--- src/rtl/tap_bram_arbiter_if.sv ---
// Tap BRAM arbiter bus: AXI slave, FIR core and BRAM pin bundle.
// slave = arbiter side, master = requester/BRAM side.
interface tap_bram_arbiter_if #(
  parameter int pDATA_WIDTH   = 32,
  parameter int TAP_NUM_WIDTH = 10
);
  localparam int WEW = pDATA_WIDTH / 8;

  logic                     in_axi_rd_req;
  logic                     in_axi_wr_req;
  logic [TAP_NUM_WIDTH-1:0] in_axi_A;
  logic [WEW-1:0]           in_axi_WE;
  logic [pDATA_WIDTH-1:0]   in_axi_Di;
  logic                     out_arbit_arready;
  logic                     out_arbit_rvalid;
  logic                     out_arbit_awready;
  logic                     out_arbit_wready;
  logic                     in_core_req;
  logic [TAP_NUM_WIDTH-1:0] in_core_A;
  logic                     out_core_gnt;
  logic                     out_core_rvalid;
  logic                     in_ap_busy;
  logic                     out_wr_blocked;
  logic                     out_tap_EN;
  logic [TAP_NUM_WIDTH-1:0] out_tap_A;
  logic [WEW-1:0]           out_tap_WE;
  logic [pDATA_WIDTH-1:0]   out_tap_Di;

  modport slave (
    input  in_axi_rd_req, in_axi_wr_req,
    input  in_axi_A, in_axi_WE, in_axi_Di,
    output out_arbit_arready, out_arbit_rvalid,
    output out_arbit_awready, out_arbit_wready,
    input  in_core_req, in_core_A,
    output out_core_gnt, out_core_rvalid,
    input  in_ap_busy,
    output out_wr_blocked,
    output out_tap_EN, out_tap_A,
    output out_tap_WE, out_tap_Di
  );

  modport master (
    output in_axi_rd_req, in_axi_wr_req,
    output in_axi_A, in_axi_WE, in_axi_Di,
    input  out_arbit_arready, out_arbit_rvalid,
    input  out_arbit_awready, out_arbit_wready,
    output in_core_req, in_core_A,
    input  out_core_gnt, out_core_rvalid,
    output in_ap_busy,
    input  out_wr_blocked,
    input  out_tap_EN, out_tap_A,
    input  out_tap_WE, out_tap_Di
  );
endinterface

--- src/rtl/tap_bram_arbiter.sv ---
// Single-port tap BRAM arbiter: AXI slave vs FIR core, bounded AXI starvation.
// Optional TAP_WR_LOCK_EN: refuse AXI writes while the core is busy.
module tap_bram_arbiter #(
  parameter int pDATA_WIDTH   = 32,
  parameter int TAP_NUM_WIDTH = 10,
  parameter int MAX_WAIT      = 4
) (
  input logic aclk,
  input logic areset,
  tap_bram_arbiter_if.slave bus
);
  localparam int WEW = pDATA_WIDTH / 8;
  localparam logic [3:0] MAX_W = 4'(MAX_WAIT);

  logic [3:0] wait_q, wait_d;
  logic       ar_rv_q, ar_rv_d;
  logic       co_rv_q, co_rv_d;
  logic       wr_ok;
  logic       axi_pend;
  logic       promote;
  logic       axi_win;
  logic       g_wr, g_rd, g_core;

  always_comb begin
    wr_ok = bus.in_axi_wr_req;
`ifdef TAP_WR_LOCK_EN
    wr_ok = bus.in_axi_wr_req & ~bus.in_ap_busy;
`endif
    axi_pend = bus.in_axi_rd_req | wr_ok;
    promote  = bus.in_ap_busy & (wait_q == MAX_W);
    axi_win  = ~areset & axi_pend &
               (~bus.in_ap_busy | ~bus.in_core_req | promote);
    g_wr     = axi_win & wr_ok;
    g_rd     = axi_win & ~wr_ok;
    g_core   = ~areset & bus.in_core_req & ~axi_win;

    wait_d = wait_q;
    if (areset || !axi_pend || axi_win)
      wait_d = '0;
    else if (g_core && bus.in_ap_busy)
      wait_d = wait_q + 4'd1;

    ar_rv_d = g_rd;
    co_rv_d = g_core;
  end

  always_ff @(posedge aclk) begin
    if (areset) begin
      wait_q  <= '0;
      ar_rv_q <= 1'b0;
      co_rv_q <= 1'b0;
    end else begin
      wait_q  <= wait_d;
      ar_rv_q <= ar_rv_d;
      co_rv_q <= co_rv_d;
    end
  end

`ifdef TAP_WR_LOCK_EN
  logic blk_q, blk_d;

  always_comb begin
    blk_d = blk_q | (bus.in_axi_wr_req & bus.in_ap_busy);
  end

  always_ff @(posedge aclk) begin
    if (areset) blk_q <= 1'b0;
    else        blk_q <= blk_d;
  end

  assign bus.out_wr_blocked = blk_q;
`else
  assign bus.out_wr_blocked = 1'b0;
`endif

  assign bus.out_arbit_arready = g_rd;
  assign bus.out_arbit_awready = g_wr;
  assign bus.out_arbit_wready  = g_wr;
  assign bus.out_core_gnt      = g_core;

  // A pending read pulse is squashed while reset is held.
  assign bus.out_arbit_rvalid = ar_rv_q & ~areset;
  assign bus.out_core_rvalid  = co_rv_q & ~areset;

  assign bus.out_tap_EN = g_wr | g_rd | g_core;
  assign bus.out_tap_A  = (g_wr | g_rd) ? bus.in_axi_A :
                          g_core        ? bus.in_core_A :
                                          '0;
  assign bus.out_tap_WE = g_wr ? bus.in_axi_WE : {WEW{1'b0}};
  assign bus.out_tap_Di = g_wr ? bus.in_axi_Di : '0;
endmodule

--- src/flat_wrapper.sv ---
// flat-port wrapper written by rule: the top's interface ports become plain ports
module tap_bram_arbiter_flat 
#(
  parameter int pDATA_WIDTH   = 32,
  parameter int TAP_NUM_WIDTH = 10,
  parameter int MAX_WAIT      = 4
)
  (aclk, areset, bus_in_axi_rd_req, bus_in_axi_wr_req, bus_in_axi_A, bus_in_axi_WE, bus_in_axi_Di, bus_out_arbit_arready, bus_out_arbit_rvalid, bus_out_arbit_awready, bus_out_arbit_wready, bus_in_core_req, bus_in_core_A, bus_out_core_gnt, bus_out_core_rvalid, bus_in_ap_busy, bus_out_wr_blocked, bus_out_tap_EN, bus_out_tap_A, bus_out_tap_WE, bus_out_tap_Di);
  tap_bram_arbiter_if #(.pDATA_WIDTH(pDATA_WIDTH), .TAP_NUM_WIDTH(TAP_NUM_WIDTH)) bus_i ();
  input logic aclk;
  input logic areset;
  input wire logic [$bits(bus_i.in_axi_rd_req)-1:0] bus_in_axi_rd_req;
  input wire logic [$bits(bus_i.in_axi_wr_req)-1:0] bus_in_axi_wr_req;
  input wire logic [$bits(bus_i.in_axi_A)-1:0] bus_in_axi_A;
  input wire logic [$bits(bus_i.in_axi_WE)-1:0] bus_in_axi_WE;
  input wire logic [$bits(bus_i.in_axi_Di)-1:0] bus_in_axi_Di;
  output wire logic [$bits(bus_i.out_arbit_arready)-1:0] bus_out_arbit_arready;
  output wire logic [$bits(bus_i.out_arbit_rvalid)-1:0] bus_out_arbit_rvalid;
  output wire logic [$bits(bus_i.out_arbit_awready)-1:0] bus_out_arbit_awready;
  output wire logic [$bits(bus_i.out_arbit_wready)-1:0] bus_out_arbit_wready;
  input wire logic [$bits(bus_i.in_core_req)-1:0] bus_in_core_req;
  input wire logic [$bits(bus_i.in_core_A)-1:0] bus_in_core_A;
  output wire logic [$bits(bus_i.out_core_gnt)-1:0] bus_out_core_gnt;
  output wire logic [$bits(bus_i.out_core_rvalid)-1:0] bus_out_core_rvalid;
  input wire logic [$bits(bus_i.in_ap_busy)-1:0] bus_in_ap_busy;
  output wire logic [$bits(bus_i.out_wr_blocked)-1:0] bus_out_wr_blocked;
  output wire logic [$bits(bus_i.out_tap_EN)-1:0] bus_out_tap_EN;
  output wire logic [$bits(bus_i.out_tap_A)-1:0] bus_out_tap_A;
  output wire logic [$bits(bus_i.out_tap_WE)-1:0] bus_out_tap_WE;
  output wire logic [$bits(bus_i.out_tap_Di)-1:0] bus_out_tap_Di;
  assign bus_i.in_axi_rd_req = bus_in_axi_rd_req;
  assign bus_i.in_axi_wr_req = bus_in_axi_wr_req;
  assign bus_i.in_axi_A = bus_in_axi_A;
  assign bus_i.in_axi_WE = bus_in_axi_WE;
  assign bus_i.in_axi_Di = bus_in_axi_Di;
  assign bus_out_arbit_arready = bus_i.out_arbit_arready;
  assign bus_out_arbit_rvalid = bus_i.out_arbit_rvalid;
  assign bus_out_arbit_awready = bus_i.out_arbit_awready;
  assign bus_out_arbit_wready = bus_i.out_arbit_wready;
  assign bus_i.in_core_req = bus_in_core_req;
  assign bus_i.in_core_A = bus_in_core_A;
  assign bus_out_core_gnt = bus_i.out_core_gnt;
  assign bus_out_core_rvalid = bus_i.out_core_rvalid;
  assign bus_i.in_ap_busy = bus_in_ap_busy;
  assign bus_out_wr_blocked = bus_i.out_wr_blocked;
  assign bus_out_tap_EN = bus_i.out_tap_EN;
  assign bus_out_tap_A = bus_i.out_tap_A;
  assign bus_out_tap_WE = bus_i.out_tap_WE;
  assign bus_out_tap_Di = bus_i.out_tap_Di;
  tap_bram_arbiter #(.pDATA_WIDTH(pDATA_WIDTH), .TAP_NUM_WIDTH(TAP_NUM_WIDTH), .MAX_WAIT(MAX_WAIT)) u_core (.aclk(aclk), .areset(areset), .bus(bus_i));
endmodule
--- config.mk ---
export PLATFORM = sky130hd
export DESIGN_NAME = tap_bram_arbiter_flat
export DESIGN_NICKNAME = d
export VERILOG_FILES = /design/src/rtl/tap_bram_arbiter_if.sv /design/src/rtl/tap_bram_arbiter.sv /design/src/flat_wrapper.sv
export SDC_FILE = /design/constraint.sdc
export NUM_CORES = 1
export LEC_CHECK = 0
export BUFFER_PORTS_ARGS = -buffer_cell sky130_fd_sc_hd__buf_2
export CORE_MARGIN = 8
export CORE_UTILIZATION = 25
export DETAILED_ROUTE_END_ITERATION = 6
export PLACE_DENSITY = 0.78
export SLEW_MARGIN = 20
export SYNTH_ARGS = -nofsm -noshare
export SYNTH_HDL_FRONTEND = slang
export SYNTH_SLANG_ARGS = --single-unit
--- constraint.sdc ---
create_clock -name aclk -period 3.8 [get_ports aclk]
set_clock_uncertainty 0.05 [all_clocks]
set_input_delay 0.38 -clock aclk [delete_from_list [all_inputs] [get_ports aclk]]
set_output_delay 0.38 -clock aclk [all_outputs]
set_load 0.02 [all_outputs]
# Word level (Yosys, flattened, before mapping)
# Index checks and enable logic that the tools add are counted.
[classes]
n_eq_ne = 1
reduce_logical = 5
mux = 4
n_bitwise = 19
n_addsub = 1
[op_table]
columns = ["op", "n"]
rows = [
  ["two-way mux 32 bit", 1],
  ["two-way mux 10 bit", 2],
  ["bitwise AND 1 bit", 9],
  ["NOT 1 bit", 5],
  ["bitwise OR 1 bit", 5],
  ["adder 4 x 1 -> 4 bit (second input constant)", 1],
  ["equality test 4 x 3 -> 1 bit (second input constant)", 1],
  ["two-way mux 4 bit", 1],
  ["logical OR 1 bit", 2],
  ["OR reduction 2 bit", 1],
  ["logical AND 1 bit", 1],
  ["logical NOT 1 bit", 1],
]
[word_totals]
output_inout_bits = 54
input_bits = 62
register_bits = 6

# Logic depth before layout (Yosys ltp)
# Gate-level depths: netlist of run 1.
[depth]
depth_word = 8
mapped_depth = 6
ltp_nobuf = 5

# Worst setup path before layout of run 1
# OpenSTA, ideal clock, no wires.
[synth_timing]
kind = "register to output"
from = "register u_core.wait_q[0]"
to = "output port bus_out_tap_Di[25]"
slack_ns = 1.825
arrival_ns = 1.545
stages_incl_launch_ff = 7
cell_sequence = "dfxtp_1 -> inv_1 -> ha_1 -> nand3b_4 -> a311oi_4 -> buf_6 -> and2_1"
[synth_via]
elab_chain_cells = 6
[synth_rtl]
columns = ["element", "line", "source"]
rows = [
  ["from (decl)", "tap_bram_arbiter.sv:15", "logic [3:0] wait_q, wait_d;"],
  ["from (signal assigned)", "tap_bram_arbiter.sv:53", "wait_q <= wait_d;"],
  ["equality test 4 x 3 -> 1 bit", "tap_bram_arbiter.sv:30", "promote = bus.in_ap_busy & (wait_q == MAX_W);"],
  ["bitwise AND 1 bit", "tap_bram_arbiter.sv:30", ""],
  ["bitwise OR 1 bit", "tap_bram_arbiter.sv:32", "(~bus.in_ap_busy | ~bus.in_core_req | promote);"],
  ["bitwise AND 1 bit", "tap_bram_arbiter.sv:31", "axi_win = ~areset & axi_pend &"],
  ["bitwise AND 1 bit", "tap_bram_arbiter.sv:33", "g_wr = axi_win & wr_ok;"],
  ["named net bus_out_arbit_awready", "flat_wrapper.sv:19", "output wire logic [$bits(bus_i.out_arbit_awready)-1:0] bus_out_arbit_awready;"],
  ["two-way mux 32 bit", "tap_bram_arbiter.sv:90", "assign bus.out_tap_Di = g_wr ? bus.in_axi_Di : '0;"],
  ["to (decl)", "flat_wrapper.sv:30", "output wire logic [$bits(bus_i.out_tap_Di)-1:0] bus_out_tap_Di;"],
]
# The timed path passes the listed nets, and every way through them passes these cells.

# Worst setup path after layout of run 1
[layout_timing]
from = "register u_core.wait_q[0]"
to = "output port bus_out_tap_Di[3]"
[layout_via]
elab_chain_cells = 6
[layout_rtl]
columns = ["element", "line"]
rows = [
  ["equality test 4 x 3 -> 1 bit", "tap_bram_arbiter.sv:30"],
  ["bitwise AND 1 bit", "tap_bram_arbiter.sv:30"],
  ["bitwise OR 1 bit", "tap_bram_arbiter.sv:32"],
  ["bitwise AND 1 bit", "tap_bram_arbiter.sv:31"],
  ["bitwise AND 1 bit", "tap_bram_arbiter.sv:33"],
  ["two-way mux 32 bit", "tap_bram_arbiter.sv:90"],
]
# No other way between the ends.

==> results of run 1 <==
-- worst max-delay path, delay by kind of cell (launching register included) --
kind            cells  cell delay (ps)
compound gates      1              910
fa+ha+maj           1              190
buf+inv             2              240
flops               1              320
simple gates        2              380
-- sequential cells by signal (all words and copies together) (netlist names) --
name / cells
u_core.ar_rv_q: 1
u_core.wait_q: 4
u_core.co_rv_q: 1
-- cell type report --
type,count,share of cell area
Timing Repair Buffer,114,0.431
Sequential cell,6,0.0907
Tap cell,33,0.0312
Clock buffer,3,0.0170
Inverter,4,0.0113
Multi-Input combinational cell,74,0.419
-- synth_stat cells (2+ instances only) --
| master | number | share of area |
|---|---|---|
| a22o_1 | 10 | 0.12 |
| dfxtp_1 | 6 | 0.16 |
| buf_2 | 3 | 0.020 |
| nand4b_1 | 2 | 0.023 |
| nor2b_1 | 2 | 0.016 |
| buf_4 | 3 | 0.030 |
| buf_6 | 3 | 0.044 |
| a41o_1 | 2 | 0.026 |
| inv_1 | 4 | 0.020 |
| ha_1 | 2 | 0.033 |
| and2_2 | 12 | 0.12 |
| xor2_1 | 2 | 0.023 |
| nor2_1 | 3 | 0.015 |
| nor3_1 | 5 | 0.033 |
| and2_1 | 26 | 0.21 |
-- power breakdown --
part | switching, mW | leakage [nW] | internal, mW
Clock | 0.0219 | 0.0138 | 0.0357
Combinational | 0.0746 | 0.764 | 0.0583
Sequential | 0.000732 | 0.0489 | 0.0651
Total | 0.0972 | 0.827 | 0.159
-- cell families (layout without fill, tap and decap cells) --
| group | Yosys count | count (layout) |
|---|---|---|
| XOR/XNOR | 2 | 2 |
| AO/OA/AOI/OAI | 15 | 15 |
| adder cells (fa/ha/maj) | 2 | 2 |
| other | 1 | 1 |
| AND/OR/NAND/NOR | 54 | 54 |
| buffers and inverters | 13 | 121 |
| flip-flops | 6 | 6 |
-- path summary, 6_finish.rpt --
path / cells after the start / slack [ps] / to
setup / recovery: 6 / 1090 / bus_out_tap_Di[3]
hold / removal: 3 / 480 / u_core.ar_rv_q$_SDFF_PP0_
setup reg to reg: 5 / 2050 / u_core.ar_rv_q$_SDFF_PP0_
hold reg to reg: 2 / 520 / u_core.wait_q[3]$_SDFFE_PP0P_
-- metal layers --
layer | routed length (microns) | share of wire | global-route usage
met5 | 0 | 0 | 0
met4 | 19 | 0.0055 | 0.0277
met3 | 420 | 0.12 | 0.0607
met1 | 1340 | 0.39 | 0.132
met2 | 1670 | 0.48 | 0.220
==> impl_metrics.tcl, run 1 <==
set metrics [dict create \
    grt_pass1_vias 1000 \
    tns_ps 0 \
    ys_async_sr_fraction 0 \
    fin_crit_ps 2710 \
    numPortBuffers 114 \
    clock.fmax_ghz 0.369 \
    relSlewSlack 0.327 \
    power_leakage_nw 0.827 \
    antenna_found_initial 0 \
    drv_slew 0 \
    hold_ws_ps 475 \
    fin_nets 267 \
    grt_use_total 0.126 \
    final_critical_path_setup_slack_ps 1090 \
    period_share 0.713 \
    wl_per_cell_microns 14.8 \
    final-setup-viol-count 0 \
    synth_xor_area_frac 0.0230 \
    rsz0062_at_grt "no" \
    regArea_sq_um 120 \
    grt_pass1_wl_mm 5.24 \
    grt_start_max_net_pins 39 \
    stdcell_count 234 \
    synth_fa_ha_area_frac 0.0329 \
    crit_chain "inv_1 -> ha_1 -> nand3b_4 -> a311oi_4 -> and2_2 -> buf_2" \
    worstMarginPinSlew_ps 1010 \
    diodes 0 \
    start_util 0.255 \
    ir_drop_mv 0.0815 \
    ys_warn_count 0 \
    r2r-start "u_core.wait_q[0]$_SDFFE_PP0P_" \
    cts_sinks 6 \
    ctsHoldBuffers 0 \
    grt_overflow 0 \
    die_h_microns 71.2 \
    layout-drive-gt1-share 0.652 \
    dp_cells 231 \
    final_cell_mix "buf_2 (114), and2_1 (26), and2_2 (12)" \
    postSynthAreaPerCell_sq_um 8.18 \
    area_growth_pct 74.0 \
    ys.flop_type "dfxtp_1" \
    htreeDepth 1 \
    slowest_stage "a311oi_4" \
    multi_input_area_sq_um 554 \
    place_ws_ps 1320 \
    fill_cells 310 \
    wl_mm 3.45 \
    status "complete, no violations" \
    dpl-instance-area_sq_um 1300 \
    drv_cap 0 \
    critical_path_class "flip-flop to output port" \
    p_per_area_nw_per_um2 194 \
    syn_area_sq_um 761 \
    ys_seq_elements 6 \
    hold_path_class "input pin to flip-flop" \
    dieWidth_microns 71.2 \
    clk_path_buf_depth 2 \
    total_power_uw 256 \
    cp.arrival_ps 2280 \
    synth.distinct_cells 23 \
    cts_root_buf "clkbuf_4" \
    die_area_sq_um 5060 \
    finalHoldViolCount 0 \
    synth-compound-area-share 0.194 \
    cp.required_ps 3370 \
    place.gp.congestion 0.773 \
    yosysSeqAreaShare 0.158 \
    fin_area_sq_um 1320 \
    hpwlAfterDp_mm 3.01 \
    synth_simple_gate_area_share 0.474 \
    post-route-drc-count 0 \
    clk_latency_ps 240 \
    synth_enable_flop_cells 0 \
    cpPeakStageDelay_ps 910 \
    core_area_sq_um 2980 \
    final_common_cell "buf_2" \
    fin_util 0.445 \
    startpoint "u_core.wait_q[0]$_SDFFE_PP0P_" \
    synth_fp_nets 157 \
    synth_top_family_by_area "simple AND/OR/NAND/NOR gates" \
    end_kind "output port" \
    pin_count 116 \
    drt-vias-per-instance 4.43 \
    cts-resized-gates 0 \
    crit_fanout 38 \
    drt_first_pass_iters 4 \
    critPathLaunchType "flip-flop" \
    cts_tree "built" \
    clk_pin_slew_worst_paths_ps 40 \
    numCtsBuffers 3 \
    drt_iter0_markers 37 \
    holdCritStartpoint "bus_in_axi_wr_req" \
    ant_nets 0 \
    vias 1036 \
    muxShareOfSynthArea 0 \
    synthCells 93 \
    rows 20 \
    cts_setup_buffers 0 \
]
Note: power is estimated with default switching activity, not from simulation.
==> run 2, diff against run 1 <==
==> constraint.sdc (replaced) <==
create_clock -name aclk -period 2.5 [get_ports aclk]
set_clock_uncertainty 0.05 [all_clocks]
set_input_delay 0.25 -clock aclk [delete_from_list [all_inputs] [get_ports aclk]]
set_output_delay 0.25 -clock aclk [all_outputs]
set_load 0.02 [all_outputs]
==> impl_metrics.tcl, run 2 (synthesized netlist as in run 1, its figures left out) <==
set metrics [dict create \
    wl_per_cell_microns 14.4 \
    fin_crit_ps 2160 \
    grt_overflow 0 \
    grt_pass1_vias 879 \
    layout-drive-gt1-share 0.655 \
    clk_latency_ps 240 \
    clock.fmax_ghz 0.462 \
    final_cell_mix "buf_2 (114), and2_1 (26), and2_2 (12)" \
    p_sw_uw 149 \
    grt_use_total 0.117 \
    cts-resized-gates 0 \
    die_h_microns 71.2 \
    seq_power_share 0.255 \
    critical_path_cell_count 7 \
    final-setup-viol-count 0 \
    r2r_cells 6 \
    place_ws_ps 584 \
    cp.arrival_ps 1860 \
    grt_start_max_net_pins 39 \
    drv_slew 0 \
    cp.required_ps 2200 \
    hold_depth 3 \
    final_common_cell "buf_2" \
    start_util 0.255 \
    p_per_area_nw_per_um2 294 \
    cts_setup_buffers 0 \
    largest_reg_flops 4 \
    crit_fanout 38 \
    r2r-start "u_core.wait_q[0]$_SDFFE_PP0P_" \
    holdCritStartpoint "bus_in_axi_wr_req" \
    crit_chain "inv_1 -> ha_1 -> nand3b_4 -> a311oi_4 -> buf_4 -> and2_2 -> buf_2" \
    place.gp.congestion 0.767 \
    critical_path_class "flip-flop to output port" \
    power_leakage_nw 0.837 \
    cpPeakStageDelay_ps 320 \
    rsz0062_at_grt "no" \
    fill_cells 304 \
    cts_tree "built" \
    pin_count 116 \
    htreeDepth 1 \
    fin_nets 269 \
    cts_root_buf "clkbuf_4" \
    ir_drop_mv 0.226 \
    rows 20 \
    dieWidth_microns 71.2 \
    pwr-share-clk 0.226 \
    drt_iter0_markers 28 \
    tns_ps 0 \
    p_int_uw 244 \
    startpoint "u_core.wait_q[0]$_SDFFE_PP0P_" \
    drv_cap 0 \
    finalHoldViolCount 0 \
    drt_first_pass_iters 4 \
    grt_pass1_wl_mm 4.84 \
    drt-vias-per-instance 4.48 \
    switching_share 0.379 \
    regArea_sq_um 120 \
    post-route-drc-count 0 \
    die_area_sq_um 5060 \
    hpwlAfterDp_mm 3.01 \
    status "complete, no violations" \
    ant_nets 0 \
    clk_path_buf_depth 2 \
    end_kind "output port" \
    clk_pin_slew_worst_paths_ps 50 \
    critPathLaunchType "flip-flop" \
    cp_num_buf_inv 3 \
    antenna_found_initial 0 \
    cts_sinks 6 \
    combPwrFrac 0.519 \
    numPortBuffers 114 \
    slowest_stage "dfxtp_1" \
    wl_mm 3.41 \
    multi_input_area_sq_um 554 \
    hold_path_class "input pin to flip-flop" \
    regMostFlops "u_core.wait_q" \
    area_growth_pct 76.0 \
    stdcell_count 236 \
    vias 1057 \
    critPathTopFamily "buffers and inverters" \
    core_area_sq_um 2980 \
    final_critical_path_setup_slack_ps 335 \
    dp_cells 233 \
    ctsHoldBuffers 0 \
    numCtsBuffers 3 \
    reg_top3 "u_core.wait_q: 4 flops, u_core.ar_rv_q: 1 flops, u_core.co_rv_q: 1 flops" \
    diodes 0 \
    period_share 0.866 \
]
## run 2: metrics by stage
stage	utilization	cell area, sq um	power [mW]	hold slack, ps
2_1_floorplan	-	761	0.222	370
3_3_place_gp	0.442	1320	0.305	503
3_5_place_dp	0.442	1320	0.308	501
4_1_cts	0.450	1340	0.399	335
5_1_grt	0.450	1340	0.417	348
6_report	0.450	1340	0.393	338
## run 2: area by class of cell
class / count / share of cell area
Timing Repair Buffer: 116 / 0.437
Multi-Input combinational cell: 74 / 0.414
Sequential cell: 6 / 0.0897
Tap cell: 33 / 0.0308
Clock buffer: 3 / 0.0168
Inverter: 4 / 0.0112
## run 2: per-layer routing
metal,share of wire,GRT usage,up-vias
met3,0.12,0.0579,0
li1,-,-,533
met5,0,0,-
met4,0,0.00693,0
met1,0.37,0.121,460
met2,0.51,0.215,64
## run 2: power by group through the flow
stage / clock network (mW) / logic (mW) / registers (mW)
2_1_floorplan: 0 / 0.121 / 0.102
3_3_place_gp: 0 / 0.203 / 0.102
3_5_place_dp: 0 / 0.206 / 0.102
4_1_cts: 0.0928 / 0.206 / 0.100
5_1_grt: 0.0969 / 0.220 / 0.100
6_report: 0.0887 / 0.204 / 0.100
## run 2: path summary, 6_finish.rpt
kind	end	slack (ps)
max	bus_out_tap_Di[4]	340
min	u_core.ar_rv_q$_SDFF_PP0_	340
max reg2reg	u_core.ar_rv_q$_SDFF_PP0_	1170
min reg2reg	u_core.wait_q[3]$_SDFFE_PP0P_	530
## run 2: worst register-to-register path, stage by stage (launching register included)
cell      delay (ps)
dfxtp_1          350
inv_1             70
ha_1             220
nand3b_4         110
a31oi_1           90
buf_4            190
and2_1           150
